[src/rtl/vend_ctrl.sv]
// rtl/vend_ctrl.sv - coin-operated vending controller: credit, vend handshake, change return
//
// Purpose: accumulates coin credit, sells one item at PRICE, returns change
// one unit per cycle, refunds on cancel or after TIMEOUT idle cycles in CREDIT.
//
// Ports:
//   clk          in   single clock, rising edge
//   rst_n        in   asynchronous active-low reset
//   coin_valid   in   one-cycle coin strobe
//   coin_val     in   [1:0] coin value code: 00=1, 01=2, 10=5, 11=10
//   sel          in   one-cycle purchase request
//   cancel       in   one-cycle refund request
//   disp_ack     in   dispenser done acknowledge
//   disp_req     out  dispense request, held until acknowledged
//   cs           out  [3:0] current credit
//   fd           out  one-cycle item-delivered pulse
//   change_pulse out  one-cycle pulse per credit unit returned
//   coin_reject  out  one-cycle pulse, coin returned unaccepted
//   busy         out  high while vending or returning change

module vend_ctrl #(
    parameter logic [3:0] PRICE   = 4'd8,
    parameter logic [7:0] TIMEOUT = 8'd200
) (
    input  logic       clk,
    input  logic       rst_n,
    input  logic       coin_valid,
    input  logic [1:0] coin_val,
    input  logic       sel,
    input  logic       cancel,
    input  logic       disp_ack,
    output logic       disp_req,
    output logic [3:0] cs,
    output logic       fd,
    output logic       change_pulse,
    output logic       coin_reject,
    output logic       busy
);

    typedef enum logic [1:0] {
        S_IDLE   = 2'd0,
        S_CREDIT = 2'd1,
        S_VEND   = 2'd2,
        S_CHANGE = 2'd3
    } state_t;

    state_t     r_state;
    logic [3:0] r_credit;
    logic [7:0] r_idle_cnt;
    logic       r_disp_req;
    logic       r_fd;
    logic       r_change_pulse;
    logic       r_coin_reject;
    logic       r_busy;

    logic [3:0] w_coin_units;
    logic [4:0] w_sum;
    logic       w_coin_fits;

    always_comb begin
        w_coin_units = 4'd1;
        case (coin_val)
            2'b00:   w_coin_units = 4'd1;
            2'b01:   w_coin_units = 4'd2;
            2'b10:   w_coin_units = 4'd5;
            default: w_coin_units = 4'd10;
        endcase
    end

    // One extra bit so an overflowing coin is detected instead of wrapping.
    assign w_sum       = {1'b0, r_credit} + {1'b0, w_coin_units};
    assign w_coin_fits = ~w_sum[4];

    always_ff @(posedge clk or negedge rst_n) begin
        if (!rst_n) begin
            r_state        <= S_IDLE;
            r_credit       <= 4'd0;
            r_idle_cnt     <= 8'd0;
            r_disp_req     <= 1'b0;
            r_fd           <= 1'b0;
            r_change_pulse <= 1'b0;
            r_coin_reject  <= 1'b0;
            r_busy         <= 1'b0;
        end else begin
            r_fd           <= 1'b0;
            r_change_pulse <= 1'b0;
            r_coin_reject  <= 1'b0;
            case (r_state)
                S_IDLE: begin
                    // Credit is zero here, so any single coin fits.
                    if (coin_valid) begin
                        r_credit   <= w_coin_units;
                        r_idle_cnt <= 8'd0;
                        r_state    <= S_CREDIT;
                    end
                end
                S_CREDIT: begin
                    if (cancel) begin
                        r_state       <= S_CHANGE;
                        r_busy        <= 1'b1;
                        r_coin_reject <= coin_valid;
                    end else if (sel && (r_credit >= PRICE)) begin
                        r_credit      <= r_credit - PRICE;
                        r_state       <= S_VEND;
                        r_disp_req    <= 1'b1;
                        r_busy        <= 1'b1;
                        r_coin_reject <= coin_valid;
                    end else if (coin_valid && w_coin_fits) begin
                        r_credit   <= w_sum[3:0];
                        r_idle_cnt <= 8'd0;
                    end else begin
                        r_coin_reject <= coin_valid;
                        // A short-credit sel counts as activity; a rejected coin does not.
                        if (sel) begin
                            r_idle_cnt <= 8'd0;
                        end else if (r_idle_cnt == TIMEOUT - 8'd1) begin
                            r_state <= S_CHANGE;
                            r_busy  <= 1'b1;
                        end else begin
                            r_idle_cnt <= r_idle_cnt + 8'd1;
                        end
                    end
                end
                S_VEND: begin
                    r_coin_reject <= coin_valid;
                    if (disp_ack) begin
                        r_disp_req <= 1'b0;
                        r_fd       <= 1'b1;
                        if (r_credit != 4'd0) begin
                            r_state <= S_CHANGE;
                        end else begin
                            r_state <= S_IDLE;
                            r_busy  <= 1'b0;
                        end
                    end
                end
                S_CHANGE: begin
                    r_coin_reject <= coin_valid;
                    if (r_credit != 4'd0) begin
                        r_credit       <= r_credit - 4'd1;
                        r_change_pulse <= 1'b1;
                    end else begin
                        r_state <= S_IDLE;
                        r_busy  <= 1'b0;
                    end
                end
                default: begin
                    r_state <= S_IDLE;
                    r_busy  <= 1'b0;
                end
            endcase
        end
    end

    assign disp_req     = r_disp_req;
    assign cs           = r_credit;
    assign fd           = r_fd;
    assign change_pulse = r_change_pulse;
    assign coin_reject  = r_coin_reject;
    assign busy         = r_busy;

endmodule

[config.mk]
export PLATFORM = sky130hd
export DESIGN_NAME = vend_ctrl
export DESIGN_NICKNAME = d
export VERILOG_FILES = /design/src/rtl/vend_ctrl.sv
export SDC_FILE = /design/constraint.sdc
export NUM_CORES = 1
export LEC_CHECK = 0
export BUFFER_PORTS_ARGS = -buffer_cell sky130_fd_sc_hd__buf_2
export CORE_UTILIZATION = 35
export CTS_BUF_LIST = sky130_fd_sc_hd__clkbuf_16
export CTS_CLUSTER_SIZE = 20
export DETAILED_ROUTE_END_ITERATION = 7
export GPL_TIMING_DRIVEN = 0
export SETUP_SLACK_MARGIN = 0.05
export SYNTH_ARGS = -nofsm -noshare
export SYNTH_HDL_FRONTEND = slang
export SYNTH_SLANG_ARGS = --single-unit
export TNS_END_PERCENT = 30
[constraint.sdc]
create_clock -name clk -period 5 [get_ports clk]
set_input_delay 0.25 -clock clk [delete_from_list [all_inputs] [get_ports clk]]
set_output_delay 0.25 -clock clk [all_outputs]
set_load 0.005 [all_outputs]
# == Word-level counts from Yosys, hierarchy flattened ==
# Index checks and enable logic that the tools add are counted.
# classes
n_lt_le_gt_ge,1
bitwise,1
reduce_logical,15
n_mux,44
add_sub_neg,4
n_eq_ne,18
# ops
cell,n
$mux 8,6
$pmux 4 s3,2
$mux 4,5
$mux 2,9
$mux 1,17
$ne 4x4->1 const B,4
$pmux 8 s2,1
$reduce_and 5->1,3
$ne 2x2->1 const B,7
$add 8x1->8 const B,1
$eq 8x8->1 const B,1
$pmux 2 s4,1
$eq 2x2->1 const B,3
$reduce_and 6->1,1
$reduce_bool 3->1,2
$add 4x4->5,1
$eq 2x1->1 const B,2
$ge 4x4->1 const B,1
$logic_not 2->1,2
$pmux 1 s2,2
$reduce_and 4->1,1
$reduce_bool 2->1,2
$reduce_bool 4->1,1
$sub 4x1->4 const B,1
6 further kinds,7
# word_totals
word_cells,91
register_bits,19
output_inout_bits,9
in_bits,8

# == Depth between registers and ports, before layout ==
# Gate-level depths: netlist (run 1).
# logic_depth
ltp_word,9
ltp_mapped,9
ltp_nobuf,8

# == Worst setup path before layout (run 1) ==
# OpenSTA, ideal clock, no wires.
# synth_timing
kind,reg-to-reg
from,register r_credit[0] (netlist: cs[0])
to,register r_idle_cnt[5]
path_slack_ps,2684
path_buffers,1
arrival_time_ps,2213
path_stages_with_launch,9
path_cell_list,dfrtp_1 -> ha_1 -> fa_1 -> a21oi_2 -> o211ai_2 -> a311o_1 -> buf_6 -> nand2b_4 -> o41ai_2
# synth_via
elab_chain_cells,7
word_cells_on_any_way,12
classes_between,1 x add/sub; 1 x order compare; 2 x eq/ne; 4 x mux; 1 x bitwise; 3 x reduce/logical
# synth_lines
element,line_no,text
"start, declared",48,logic [3:0] r_credit;
"start signal, assigned",92,r_credit <= w_coin_units;
"start signal, assigned",103,r_credit <= r_credit - PRICE;
"start signal, assigned",109,r_credit <= w_sum[3:0];
$add 4x4->5,71,"assign w_sum = {1'b0, r_credit} + {1'b0, w_coin_units};"
$not 1->1,72,assign w_coin_fits = ~w_sum[4];
$logic_and 1x1->1,108,end else if (coin_valid && w_coin_fits) begin
$mux 8,108,
$mux 8,102,end else if (sel && (r_credit >= PRICE)) begin
$mux 8,98,if (cancel) begin
$pmux 8 s2,88,case (r_state)
"end signal, assigned",120,r_idle_cnt <= r_idle_cnt + 8'd1;
"end, declared",49,logic [7:0] r_idle_cnt;
# Several ways; a longest one is shown, not always the timed one. The select of a mux whose other input is x is not followed.
# A chain may end at the register's enable or synchronous reset.

# == Final worst setup path (run 1) ==
# Ends and elaborated chain as after synthesis.

==> results.cfg, run 1 <==
[logic_synthesis]
synth_top_area_frac = 0.3664
synthFlopType = dfrtp_1
synth_area_sq_mm = 0.001297
synth_top_area_cell = dfrtp_1
yosysSeqAreaShare = 0.3664
yosys_warnings = 0
yosys_register_bits = 19
synth-edff-count = 0
synth_area_leaders = dfrtp_1 37%, a21oi_1 5.4%, ha_1 4.8%
synth_cells = 141
synth_cell_type_count = 43
async_reset_ff_frac = 1.000
synthesis.nets = 155
syn_avg_cell_area_sq_um = 9.202
yosysMostFrequentCell = dfrtp_1
synthTopCellsByCount = 19 x dfrtp_1, 14 x a21oi_1, 9 x o21ai_0

[placed_design]
dp_hpwl_microns = 2182
place_congestion = 0.8213
port_buffers = 16

[routing]
drtIter0Drc = 58
num_vias = 1172
wl_per_cell_microns = 13.92
ant_nets = 0
drc = 0
drt_first_pass_iters = 4
wl_microns = 2895
viasPerCell = 5.635

[final_layout]
regArea_sq_um = 475.5
fillers = 347
multiInputGateArea_sq_um = 758.2
area_growth_pct = 17.55
drive_gt1_frac = 0.1914
nets = 177
diodes = 0

[grt]
grt_pass1_vias = 1151
grt_max_degree = 20
antenna_found_initial = 0
overflow = 0
grt_pass1_wl_microns = 5230
track_usage = 0.1675

[floorplanning]
core_sq_mm = 0.003442
start_util = 0.3770
die_w_microns = 62.89
die-area_sq_mm = 0.003955
rows = 21
pin_count = 17
die_h_microns = 62.89

[power_and_ir_drop]
power_density_mw_per_mm2 = 527.6
share_comb_of_total_power = 0.492
switchingPower_uw = 324.9
switching_share = 0.4037
ir_drop_mv = 0.1839
pwr-share-clk = 0.210
seq_power_share = 0.298
p_leak_uw = 0.0006939
intPower_uw = 479.9

[critical_path]
start_kind = flip-flop
arrival_ns = 2.68
worst_setup_path_end_kind = flip-flop
worstPathRequired_ns = 5.16
worstPathMaxFanout = 10
crit_type = flip-flop to flip-flop

[sta]
min_period_ns = 2.528
hold_viol_final = 0
min_period_over_period = 0.5056
max_freq_mhz = 395.6
setup_viol = 0
whs_ns = 0.3007
worstMarginPinSlew_ns = 0.4837
slew_violations = 0
relSlewSlack = 0.6775
rsz0062_at_grt = false
finClkSkew_ns = 0.007296
fin_setup_tns_ns = 0

[run_status]
outcome = finished clean

[job]
max_cap_violations = 0

[cts]
clk_path_buf_depth = 2
cts.sinks = 19
root_buffer = clkbuf_16
path_clk_slew_ns = 0.06
tritoncts = built
clkLatencyLatePin_ns = 0.26
cts_made_buffers = 3
cts_resized = 0
htreeDepth = 1

[min_path]
worstHoldPathType = input pin to flip-flop
## worst paths after layout
check / cells past startpoint / end / slack, ns / from
max in group asynchronous: 2 / cs[1] / 4.23 / rst_n
setup reg to reg: 8 / r_idle_cnt[5] / 2.47 / cs[0]
hold / removal: 2 / coin_reject / 0.30 / coin_valid
hold reg to reg: 1 / busy / 0.47 / busy
setup / recovery: 8 / r_idle_cnt[5] / 2.47 / cs[0]
min in group asynchronous: 2 / busy / 0.46 / rst_n
## placed cells by master, fill, tap and decap left out, types with 2 or more instances in the layout
cell type,instances
nand2_1,8
o22ai_1,3
a22o_1,2
ha_1,5
buf_2,16
and3_1,2
nand3_1,6
clkbuf_16,3
a21o_1,4
nor4_1,2
o21ai_0,9
nor3_1,5
o211ai_1,3
nor2b_1,3
dfrtp_1,19
o2bb2ai_1,2
a21oi_2,3
nor2_1,7
buf_6,2
inv_1,8
or2_2,2
mux2i_1,3
o31ai_1,2
nand2b_1,5
clkbuf_1,3
a21oi_1,14
## state kept, by name, summed over array words and instances, names as in the netlist
signal,cells
r_idle_cnt,8
cs,4
r_state,2
busy,1
change_pulse,1
coin_reject,1
disp_req,1
fd,1
## cell type report
class | instances | share of cell area
Inverter | 8 | 0.01969
Sequential cell | 19 | 0.3117
Timing Repair Buffer | 17 | 0.05906
Tap cell | 46 | 0.03774
Multi-Input combinational cell | 109 | 0.4971
Clock inverter | 1 | 0.003281
Clock buffer | 3 | 0.04922
Buffer | 5 | 0.02215
## layer usage
metal | part of all wire | vias to the layer above | GRT usage
met5 | 0 | - | 0
met4 | 0.022 | 0 | 0.08140
met3 | 0.037 | 7 | 0.03102
met2 | 0.45 | 33 | 0.2782
met1 | 0.49 | 564 | 0.2061
li1 | - | 568 | -
## kinds of logic (layout without fill, tap and decap cells)
kind of cell / Yosys count / count (layout) / synth area share
compound gates: 50 / 50 / 0.2671
flops: 19 / 19 / 0.3664
fa+ha+maj: 6 / 6 / 0.06365
simple gates: 48 / 48 / 0.2170
buf+inv: 13 / 34 / 0.04918
mux: 3 / 3 / 0.02314
xor+xnor: 2 / 2 / 0.01350
## critical path, cell delays in order (launching register included)
cell	delay, ns
dfrtp_1	0.44
ha_1	0.24
fa_1	0.42
a21oi_2	0.23
o211ai_2	0.14
a311o_1	0.34
buf_6	0.14
nand2b_4	0.17
o41ai_2	0.31
## power groups by stage
stage               Sequential (uW)  Combinational, uW  Clock [uW]
floorplan                       238                290           0
global placement                240                388           0
detailed placement              242                394           0
CTS                             240                397         170
global route                    246                442         177
finish                          240                396         169
## per-stage QoR
stage	setup slack, ns	area (sq um)	utilization	total power, uW	std cells
finish	2.472	1525	0.4431	804.8	208
global route	2.339	1525	0.4431	865.2	208
global placement	2.462	1435	0.4169	627.2	203
detailed placement	2.404	1435	0.4169	636.0	203
CTS	2.475	1525	0.4431	806.6	208
floorplan	2.684	1297	-	528.1	141
## repair_timing
item	4_1_cts	5_1_grt
hold buffers	1	0
hold endpoints to repair	19	0
buffers inserted	0	0
Note: power is estimated with default switching activity, not from simulation.
==> run 2, diff against run 1 <==
==> constraint.sdc (replaced) <==
create_clock -name clk -period 2.3 [get_ports clk]
set_input_delay 0.115 -clock clk [delete_from_list [all_inputs] [get_ports clk]]
set_output_delay 0.115 -clock clk [all_outputs]
set_load 0.005 [all_outputs]
==> run 2 against run 1 <==
Net effect: core utilization rose by 3.4 points; via count up 3.4%; count of clock-buffer cells in the layout unchanged; largest power group unchanged; critical path type unchanged.
==> results.cfg, run 2 (same netlist as run 1, synthesis figures left out) <==
[floorplanning]
start_util = 0.3770
die-area_sq_mm = 0.003955
die_h_microns = 62.89
die_w_microns = 62.89
rows = 21
core_sq_mm = 0.003442
pin_count = 17

[final_layout]
nets = 184
final_cells = 215
finish.instance_area_sq_mm = 0.001642
diodes = 0
final_cell_mix = 18 x dfrtp_1, 16 x buf_2, 13 x a21oi_1, 8 x inv_1, 8 x nand2_1
area_growth_pct = 26.52
largest_reg_flops = 8
fillers = 329
regMostFlops = r_idle_cnt
final_common_cell = dfrtp_1
drive_gt1_frac = 0.2663

[min_path]
min_path_cells = 2
worstHoldPathType = input pin to flip-flop
hold_start = coin_valid
hold_end = coin_reject

[routing]
viasPerCell = 5.637
wl_microns = 3193
drtIter0Drc = 71
drc = 0
num_vias = 1212
drt_first_pass_iters = 4
wl_per_cell_microns = 14.85
ant_nets = 0

[sta]
slew_violations = 0
fin_ws_ns = 0.06701
hold_viol_final = 0
min_period_ns = 2.233
rsz0062_at_grt = true
fin_setup_tns_ns = 0
setup_viol = 0
worstMarginPinSlew_ns = 0.4881
whs_ns = 0.1713
max_freq_mhz = 447.8
relSlewSlack = 0.6746
finClkSkew_ns = 0.003698
min_period_over_period = 0.9709

[grt]
track_usage = 0.1730
overflow = 0
grt_pass1_wl_microns = 5416
antenna_found_initial = 0
grt_max_degree = 20
grt_pass1_vias = 1143

[cts]
cts_made_buffers = 3
root_buffer = clkbuf_16
htreeDepth = 1
cts.sinks = 19
path_clk_slew_ns = 0.06
clkLatencyLatePin_ns = 0.25
tritoncts = built
clk_path_buf_depth = 2

[critical_path]
reg2reg_to = r_idle_cnt[5]
r2r_slack_ns = 0.07
arrival_ns = 2.39
worstPathRequired_ns = 2.46
worst_setup_path_end_kind = flip-flop
reg2reg_depth = 8
r2r_start = cs[0]
crit_type = flip-flop to flip-flop
start_kind = flip-flop
worstPathMaxFanout = 6

[power_and_ir_drop]
p_leak_uw = 0.0007275
ir_drop_mv = 0.4678
power_density_mw_per_mm2 = 1153

[placed_design]
place_area_sq_mm = 0.001440
dp_hpwl_microns = 2266
place_congestion = 0.8460
dp_slack_ns = -0.1082
dp_cells = 203
port_buffers = 16

[run_status]
outcome = finished clean

[job]
max_cap_violations = 0
[run 2: changes by cell type in the layout (fill, tap and decap cells not counted), sizes merged]
cell  change
buf       +7
[run 2: worst max-delay path by stage]
| stage | slack [ns] | cells after the start | start | to |
|---|---|---|---|---|
| finish | 0.07 | 8 | cs[0] | r_idle_cnt[5] |
| floorplan | 0.05 | 8 | cs[0] | r_idle_cnt[5] |
| global route | 0.02 | 9 | cs[0] | r_idle_cnt[3] |
| CTS | 0.03 | 7 | cs[0] | cs[2] |
| global placement | -0.06 | 8 | cs[0] | r_idle_cnt[5] |
| detailed placement | -0.11 | 8 | cs[0] | r_idle_cnt[5] |
[run 2: final cells by class]
type / instances / area [sq um] / area share
plain buffers: 5 / 33.78 / 0.02058
clock inverters: 1 / 5.005 / 0.003049
flip-flops and latches: 19 / 476.7 / 0.2904
multi-input cells: 109 / 817.0 / 0.4977
well taps: 46 / 57.56 / 0.03506
clock buffers: 3 / 75.07 / 0.04573
inverters: 8 / 30.03 / 0.01829
repair buffers: 24 / 146.4 / 0.08918
[run 2: what timing repair did]
item	in CTS	in global routing
setup endpoints to repair	10	12
hold buffers	1	0
gates cloned	0	0
hold endpoints to repair	19	0
pin swaps	5	9
setup buffers	5	2
gates resized for setup	5	10
[run 2: power breakdown]
part / leakage, uW / switching (uW) / internal (uW)
Clock: 0.0000409 / 130 / 233
Combinational: 0.000446 / 548 / 460
Sequential: 0.000240 / 89.6 / 431
[run 2: stage by stage]
step	total power [uW]	util
2_1_floorplan	1152	-
3_3_place_gp	1375	0.4184
3_5_place_dp	1403	0.4184
4_1_cts	1845	0.4624
5_1_grt	2044	0.4769
6_report	1892	0.4769
[run 2: worst max-delay path, stage by stage (launching register included)]
cell and delay (ns):
dfrtp_2 0.43, ha_4 0.17, fa_2 0.37, a21oi_4 0.19, o211ai_2 0.12, a311o_1 0.36
buf_6 0.14, nand2b_4 0.17, o41ai_2 0.19
[run 2: layer usage]
| layer | global-route usage | part of all wire | vias up |
|---|---|---|---|
| li1 | - | - | 586 |
| met1 | 0.2356 | 0.45 | 574 |
| met2 | 0.2675 | 0.48 | 46 |
| met3 | 0.03102 | 0.052 | 6 |
| met4 | 0.06977 | 0.015 | 0 |
| met5 | 0 | 0 | - |
==> run 3, diff against run 2 <==
--- a/config.mk
+++ b/config.mk
@@ -5,12 +5,14 @@
 export SDC_FILE = /design/constraint.sdc
 export NUM_CORES = 1
 export LEC_CHECK = 0
-export BUFFER_PORTS_ARGS = -buffer_cell sky130_fd_sc_hd__buf_2
+export CAP_MARGIN = 0
 export CORE_UTILIZATION = 35
 export CTS_BUF_LIST = sky130_fd_sc_hd__clkbuf_16
 export CTS_CLUSTER_SIZE = 20
 export DETAILED_ROUTE_END_ITERATION = 7
+export DONT_BUFFER_PORTS = 1
 export GPL_TIMING_DRIVEN = 0
+export RECOVER_POWER = 25
 export SETUP_SLACK_MARGIN = 0.05
 export SYNTH_ARGS = -nofsm -noshare
 export SYNTH_HDL_FRONTEND = slang
==> run 3 against run 2 <==
Net effect: sequential share of layout area increased by 2.6 points; non-clock buffer count down 20; die area is the same; global-route usage is 0.57 points higher; via count shrank 5.7%; combinational power shrank 12%; critical endpoint unchanged; highest routed layer unchanged; largest power group unchanged.
==> results.cfg, run 3 (same netlist as run 1, synthesis figures left out) <==
[run_status]
outcome = finished clean

[cts]
cts_made_buffers = 3
path_clk_slew_ns = 0.05
htreeDepth = 1
root_buffer = clkbuf_16
cts.sinks = 19
tritoncts = built
clkLatencyLatePin_ns = 0.25
clk_path_buf_depth = 2

[final_layout]
diodes = 0
final_util = 0.4373
area_growth_pct = 16.01
regMostFlops = r_idle_cnt
largest_reg_flops = 8
drive_gt1_frac = 0.1477
finish.instance_area_sq_mm = 0.001505
final_common_cell = dfrtp_1
nets = 164
final_cells = 195
final_cell_mix = 18 x dfrtp_1, 13 x a21oi_1, 9 x inv_1, 9 x o21ai_0, 8 x nand2_1

[power_and_ir_drop]
share_comb_of_total_power = 0.495
switching_share = 0.4099
p_leak_uw = 0.0006399
p_total_uw = 1790
ir_drop_mv = 0.3088
pwr-share-clk = 0.199
switchingPower_uw = 733.6
seq_power_share = 0.306
power_density_mw_per_mm2 = 1189
intPower_uw = 1056

[critical_path]
arrival_ns = 2.41
crit_type = flip-flop to flip-flop
worst_setup_path_end_kind = flip-flop
critical_path.cell_chain = ha_4 -> fa_2 -> a21oi_4 -> o211ai_2 -> a311o_1 -> buf_6 -> nand2b_4 -> o41ai_2
max_stage_delay_ns = 0.46
start_kind = flip-flop
worstPathRequired_ns = 2.45
worstPathMaxFanout = 9
cp_slowest_cell = dfrtp_2

[routing]
wl_microns = 3136
drc = 0
wl_per_cell_microns = 16.08
drtIter0Drc = 69
ant_nets = 0
viasPerCell = 5.862
drt_first_pass_iters = 4
num_vias = 1143

[floorplanning]
pin_count = 17
start_util = 0.3770
core_sq_mm = 0.003442
die-area_sq_mm = 0.003955
die_h_microns = 62.89
rows = 21
die_w_microns = 62.89

[job]
max_cap_violations = 0

[min_path]
worstHoldPathType = input pin to flip-flop

[sta]
hold_viol_final = 0
max_freq_mhz = 441.9
whs_ns = 0.008895
min_period_ns = 2.263
setup_viol = 0
slew_violations = 0
finClkSkew_ns = 0.0007346
worstMarginPinSlew_ns = 0.8702
min_period_over_period = 0.9839
relSlewSlack = 0.4179
rsz0062_at_grt = true

[grt]
overflow = 0
antenna_found_initial = 0
grt.met2_usage = 0.2957
grt_use_met1 = 0.2072
grt_pass1_vias = 1196
met3_usage = 0.05657
busiest_layer = met2
grt_max_degree = 20
grt_pass1_wl_microns = 5492
track_usage = 0.1787

[placed_design]
dp_hpwl_microns = 2254
port_buffers = 0
dp_cells = 187
place_area_sq_mm = 0.001360
place_congestion = 0.8283
## run 3: cell count changes in the layout (fill, tap and decap cells not counted)
cell,before,now
or2_2,2,1
a2111oi_0,1,0
buf_4,6,3
buf_2,16,0
o31ai_1,1,2
inv_1,8,9
buf_6,3,2
clkinv_2,1,0
o21ai_4,1,0
o21ai_0,5,9
a2111oi_1,0,1
o31ai_4,1,0
o21ai_1,3,0
or2_4,0,1
## run 3: per-layer routing
metal | vias up | wire length, microns
li1 | 538 | -
met1 | 544 | 1405
met2 | 49 | 1439
met3 | 12 | 188
met4 | 0 | 102
met5 | - | 0
## run 3: per-stage QoR
step | setup slack, ns | setup TNS, ns
finish | 0.03711 | 0
global route | -0.06049 | -0.2877
CTS | 0.01521 | 0
detailed placement | -0.1425 | -0.4102
global placement | -0.1027 | -0.1495
floorplan | 0.05270 | 0
## run 3: layout make-up
| class | count | area (sq um) |
|---|---|---|
| fill | 332 | 1937 |
| multi-input combinational | 109 | 795.8 |
| sequential | 19 | 476.7 |
| clock buffer | 3 | 75.07 |
| tap | 46 | 57.56 |
| buffer | 5 | 33.78 |
| timing repair buffer | 4 | 32.53 |
| inverter | 8 | 30.03 |
| clock inverter | 1 | 3.754 |
## run 3: path summary, 6_finish.rpt
path	from	endpoint	slack [ns]	cells past startpoint
setup / recovery	cs[0]	r_idle_cnt[5]	0.04	8
hold / removal	coin_valid	coin_reject	0.009	1
setup reg to reg	cs[0]	r_idle_cnt[5]	0.04	8
hold reg to reg	busy	busy	0.50	1
max in group asynchronous	rst_n	cs[0]	1.28	1
min in group asynchronous	rst_n	fd	0.43	1
## run 3: timing repair
action / CTS / global route
endpoints found under the hold margin: 19 / 0
setup buffers: 3 / 0
hold buffers: 1 / 0
endpoints found under the setup margin: 10 / 11
cloned: 0 / 0
resized for setup: 5 / 3
pin swaps: 9 / 2
## run 3: worst max-delay path, delay by kind of cell, from the launching register on
family / cells / cell delay, ns
flops: 1 / 0.46
simple gates: 1 / 0.16
fa+ha+maj: 2 / 0.57
buf+inv: 1 / 0.14
compound gates: 4 / 0.82
## run 3: power by group through the flow
| stage | Combinational (uW) | Sequential, uW | Clock (uW) |
|---|---|---|---|
| 2_1_floorplan | 632 | 519 | 0 |
| 3_3_place_gp | 758 | 543 | 0 |
| 3_5_place_dp | 786 | 550 | 0 |
| 4_1_cts | 856 | 549 | 362 |
| 5_1_grt | 980 | 566 | 377 |
| 6_report | 886 | 547 | 356 |
